### src/rtl/mult_div_unit.sv
// Iterative MIPS-style HI/LO unit: 32-cycle shift-add multiply and restoring divide,
// with MTHI/MTLO writes accepted only while the unit is idle.
module mult_div_unit #(
    parameter int WIDTH = 32
) (
    input  logic             clk,
    input  logic             reset,
    input  logic             start,
    input  logic [1:0]       op,
    input  logic [WIDTH-1:0] operand_a,
    input  logic [WIDTH-1:0] operand_b,
    input  logic             mthi,
    input  logic             mtlo,
    input  logic [WIDTH-1:0] mt_data,
    output logic             busy,
    output logic             done,
    output logic             div_by_zero,
    output logic [WIDTH-1:0] hi,
    output logic [WIDTH-1:0] lo
);
    localparam int CW = $clog2(WIDTH);
    localparam logic [CW-1:0] LAST = CW'(WIDTH - 1);

    typedef enum logic {IDLE, RUN} state_t;
    state_t state, state_next;

    logic [1:0]       op_q;
    logic [WIDTH-1:0] a_q, b_q, m_q;
    logic [WIDTH-1:0] acc_hi, acc_lo;
    logic [WIDTH-1:0] hi_q, lo_q;
    logic [CW-1:0]    cnt;
    logic             done_q, dbz_q;

    logic             accept, last_iter;
    logic             start_signed;
    logic [WIDTH-1:0] a_mag, b_mag;
    logic             is_div, is_signed, b_zero;

    logic [WIDTH:0]     mul_sum, div_shift;
    logic               div_ge;
    logic [WIDTH-1:0]   div_sub;
    logic [WIDTH-1:0]   step_hi, step_lo;
    logic [2*WIDTH-1:0] prod_raw, prod_fin;
    logic [WIDTH-1:0]   fin_hi, fin_lo;

    assign accept    = (state == IDLE) && start;
    assign last_iter = (state == RUN) && (cnt == LAST);
    assign is_div    = op_q[1];
    assign is_signed = ~op_q[0];
    assign b_zero    = (b_q == '0);

    // Signed ops iterate on magnitudes; the raw operands are kept for sign fix-up.
    always_comb begin
        start_signed = ~op[0];
        a_mag = (start_signed && operand_a[WIDTH-1]) ? -operand_a : operand_a;
        b_mag = (start_signed && operand_b[WIDTH-1]) ? -operand_b : operand_b;
    end

    always_comb begin
        mul_sum   = {1'b0, acc_hi} + (acc_lo[0] ? {1'b0, m_q} : '0);
        div_shift = {acc_hi, acc_lo[WIDTH-1]};
        div_ge    = div_shift >= {1'b0, m_q};
        div_sub   = div_shift[WIDTH-1:0] - m_q;
        if (is_div) begin
            step_hi = div_ge ? div_sub : div_shift[WIDTH-1:0];
            step_lo = {acc_lo[WIDTH-2:0], div_ge};
        end else begin
            step_hi = mul_sum[WIDTH:1];
            step_lo = {mul_sum[0], acc_lo[WIDTH-1:1]};
        end
    end

    // Quotient sign follows both operands, remainder sign follows the dividend.
    always_comb begin
        prod_raw = {step_hi, step_lo};
        prod_fin = (is_signed && (a_q[WIDTH-1] ^ b_q[WIDTH-1])) ? -prod_raw : prod_raw;
        fin_hi   = prod_fin[2*WIDTH-1:WIDTH];
        fin_lo   = prod_fin[WIDTH-1:0];
        if (is_div) begin
            if (b_zero) begin
                fin_hi = a_q;
                fin_lo = '1;
            end else begin
                fin_lo = (is_signed && (a_q[WIDTH-1] ^ b_q[WIDTH-1])) ? -step_lo : step_lo;
                fin_hi = (is_signed && a_q[WIDTH-1]) ? -step_hi : step_hi;
            end
        end
    end

    always_ff @(posedge clk) begin
        if (reset) state <= IDLE;
        else       state <= state_next;
    end

    always_comb begin
        state_next = state;
        case (state)
            IDLE:    if (start)     state_next = RUN;
            RUN:     if (last_iter) state_next = IDLE;
            default: state_next = IDLE;
        endcase
    end

    always_comb begin
        busy = 1'b0;
        if (state == RUN) busy = 1'b1;
    end

    always_ff @(posedge clk) begin
        if (reset) begin
            op_q   <= '0;
            a_q    <= '0;
            b_q    <= '0;
            m_q    <= '0;
            acc_hi <= '0;
            acc_lo <= '0;
            hi_q   <= '0;
            lo_q   <= '0;
            cnt    <= '0;
            done_q <= 1'b0;
            dbz_q  <= 1'b0;
        end else begin
            done_q <= 1'b0;
            dbz_q  <= 1'b0;
            if (accept) begin
                op_q   <= op;
                a_q    <= operand_a;
                b_q    <= operand_b;
                m_q    <= op[1] ? b_mag : a_mag;
                acc_hi <= '0;
                acc_lo <= op[1] ? a_mag : b_mag;
                cnt    <= '0;
            end else if (state == IDLE) begin
                if (mthi) hi_q <= mt_data;
                if (mtlo) lo_q <= mt_data;
            end else begin
                acc_hi <= step_hi;
                acc_lo <= step_lo;
                cnt    <= cnt + CW'(1);
                if (last_iter) begin
                    hi_q   <= fin_hi;
                    lo_q   <= fin_lo;
                    done_q <= 1'b1;
                    dbz_q  <= is_div && b_zero;
                end
            end
        end
    end

    assign done        = done_q;
    assign div_by_zero = dbz_q;
    assign hi          = hi_q;
    assign lo          = lo_q;
endmodule

### config.mk
export PLATFORM = sky130hd
export DESIGN_NAME = mult_div_unit
export DESIGN_NICKNAME = d
export VERILOG_FILES = /design/src/rtl/mult_div_unit.sv
export SDC_FILE = /design/constraint.sdc
export NUM_CORES = 1
export LEC_CHECK = 0
export CAP_MARGIN = 10
export CORE_ASPECT_RATIO = 1.75
export CORE_MARGIN = 1
export CORE_UTILIZATION = 54
export CTS_CLUSTER_SIZE = 30
export DETAILED_ROUTE_END_ITERATION = 12
export PLACE_DENSITY = 0.79
export SKIP_CTS_REPAIR_TIMING = 1
export SYNTH_ARGS = -nofsm -noshare
export SYNTH_HDL_FRONTEND = slang
export SYNTH_SLANG_ARGS = --single-unit
### constraint.sdc
create_clock -name clk -period 5.35 [get_ports clk]
set_input_delay 0.535 -clock clk [delete_from_list [all_inputs] [get_ports clk]]
set_output_delay 0.535 -clock clk [all_outputs]
set_load 0.02 [all_outputs]
==> impl_metrics.json <==
{
  "status": "finished, final reports clean",
  "worstPathMaxFanout": 24,
  "detail-route-antenna-nets": 0,
  "timing.fmax_mhz": 189,
  "slew_viol_final": 0,
  "netlist_top_cells_area": "dfxtp_1, nand2_1, a21oi_1",
  "synth.net_count": 2731,
  "drt_iter0_markers": 2607,
  "wl_per_cell_um": 28.2,
  "worstPathRequired_ns": 5.77,
  "synthesis.area_mm2": 0.0187,
  "grt_pass1_wl_um": 132000,
  "dr.pass1.iters": 9,
  "dp.cells": 3076,
  "maxCapViolCount": 0,
  "gp_congestion": 1.12,
  "drive_above_1_share_pct": 8.80,
  "die_h_um": 248,
  "maxSlewHeadroom_pct": 14.7,
  "cts_max_path_buffers": 3,
  "fin_cells": 3139,
  "start_util_pct": 55.2,
  "fin_crit_sh_pct": 98.9,
  "worst_pin_slew_ns": 1.27,
  "grt.total_usage_pct": 50.9,
  "syn_area_per_cell_um2": 7.32,
  "yosysUniqueCellTypes": 107,
  "seq_area_frac_synth_pct": 25.1,
  "timing.hold.ws_ns": 0.450,
  "synth_top_area_share_pct": 25.1,
  "end_kind": "flip-flop",
  "clkTransAtPathRegs_ns": 0.07,
  "synth_largest_area_cell": "dfxtp_1",
  "syn2layout_area_growth_pct": 17.3,
  "n_fill_cell": 3151,
  "ys.flop_type": "dfxtp_1",
  "synthArstFlopShare_pct": 0,
  "multi_input_area_mm2": 0.0132,
  "p_per_area_mw_per_mm2": 291,
  "port_buffers": 169,
  "die_width_um": 143,
  "rsz0062_at_grt": "yes",
  "cts_root_buffer": "clkbuf_16",
  "cts_sinks": 234,
  "hold_viol": 0,
  "ys_ff_latch": 234,
  "antenna_found_initial": 9,
  "synth-edff-count": 0,
  "fin_nets": 2838,
  "grt_max_degree": 107,
  "holdCritPathClass": "reg -> reg",
  "worstSetupStartpointType": "flip-flop",
  "die_area_mm2": 0.0354,
  "overflow": 0,
  "setup_viol": 0,
  "netlist_instances": 2556,
  "htree_levels": 1,
  "irDropWorstVdd_mv": 0.310,
  "numCtsBuffers": 24,
  "insertion_delay_ns": 0.59,
  "utilization_pct": 64.8,
  "wl_um": 88600,
  "dpl.hpwl_um": 63800,
  "fin_skew_ns": 0.0303,
  "synthesis.yosys.warnings": 0,
  "io_pins": 170,
  "synthTopCellsByCount": "nand2_1, nor2_1, a21oi_1",
  "drcViolationCount": 0,
  "rows": 89,
  "worstSetupPathType": "reg -> reg",
  "p_leak_nw": 8.27,
  "worstPathArrival_ns": 5.72,
  "p_total_mw": 6.39,
  "seqCellArea_mm2": 0.00470,
  "core_area_mm2": 0.0339,
  "viasPerCell": 6.93,
  "cts_tree": "yes",
  "period_needed_ns": 5.29,
  "vias": 21800,
  "synth.most_common_cell": "nand2_1",
  "grt_pass1_vias": 21100
}
-- per-layer routing --
| layer | share of wire (%) | vias to the layer above | GRT usage, % | routed length, um |
|---|---|---|---|---|
| met5 | 0.15 | - | 1.14 | 135 |
| met3 | 11 | 679 | 20.6 | 10100 |
| met2 | 45 | 1484 | 79.5 | 39600 |
| met4 | 13 | 14 | 52.5 | 11200 |
| li1 | - | 9477 | - | - |
| met1 | 31 | 10100 | 49.6 | 27600 |
-- final timing paths --
| check | start | end | slack [ns] | cells after the start |
|---|---|---|---|---|
| min | m_q[10] | m_q[10] | 0.45 | 2 |
| max | m_q[15] | hi[30] | 0.06 | 19 |
| min reg2reg | m_q[10] | m_q[10] | 0.45 | 2 |
| max reg2reg | m_q[15] | hi[30] | 0.06 | 19 |
-- metrics by stage --
stage,setup WS (ns),area (um2),setup TNS (ns)
final,0.0577,21900,0
after floorplan,0.165,18700,0
after global placement,0.155,20800,0
after CTS,0.00386,21700,0
after detailed placement,0.0106,20800,0
after global routing,-0.131,21900,-0.626
-- sequential cells by signal (all words and copies together) (netlist names) --
register and count:
op_q 2, a_q 32, cnt 5, state 1
lo 32, b_q 32, m_q 32, hi 32
acc_lo 32, done 1, div_by_zero 1, acc_hi 32
-- kinds of logic (layout without fill, tap and decap cells) --
| group | count (synthesis) | after routing | synth area share (%) |
|---|---|---|---|
| compound gates | 789 | 789 | 28.4 |
| simple gates | 959 | 959 | 23.7 |
| buf+inv | 241 | 366 | 5.23 |
| flops | 234 | 234 | 25.1 |
| other cells | 0 | 3 | 0 |
| fa+ha+maj | 72 | 72 | 4.90 |
| xor+xnor | 182 | 182 | 8.52 |
| mux | 79 | 79 | 4.25 |
-- final cells by class --
type	count	area share (%)
timing repair buffer	257	10.8
clock inverter	11	0.622
multi-input combinational	2081	60.2
clock buffer	33	3.22
sequential	234	21.4
antenna	3	0.0342
tap	455	2.60
inverter	65	1.15
-- worst max-delay path, cell delays in order, from the launching register on --
cell and delay, ns:
dfxtp_1 0.47, inv_1 0.10, ha_1 0.42, nand2_1 0.14
nor2_1 0.39, o21a_4 0.22, nand3_2 0.14, a21oi_2 0.18
buf_4 0.34, o21ai_0 0.19, a31oi_2 0.24, ha_1 0.32
inv_1 0.11, a31oi_4 0.30, nand4bb_4 0.22, nor4_4 0.44
a41oi_1 0.22, xnor2_1 0.21, a221oi_1 0.34, a221oi_2 0.12
-- power by group --
part | switching (mW) | leakage (nW) | internal, mW
combinational | 1.66 | 5.94 | 0.869
sequential | 0.142 | 1.92 | 1.86
clock | 0.829 | 0.409 | 1.03
total | 2.63 | 8.27 | 3.76
-- cell usage in the layout (no fill, tap or decap), types with 26 or more instances in the layout --
cell             count
a31oi_1             44
nand3_1             26
nor2_1             307
nor2b_1             36
inv_1               59
o211ai_1            53
buf_4               81
a211oi_1           125
o21ai_0            103
ha_1                64
mux2i_1             76
nand2_1            335
nor3_1              80
a21oi_1            241
dfxtp_1            228
xor2_1              82
xnor2_1             99
clkdlybuf4s50_1    167
(Power assumes the default switching activity.)
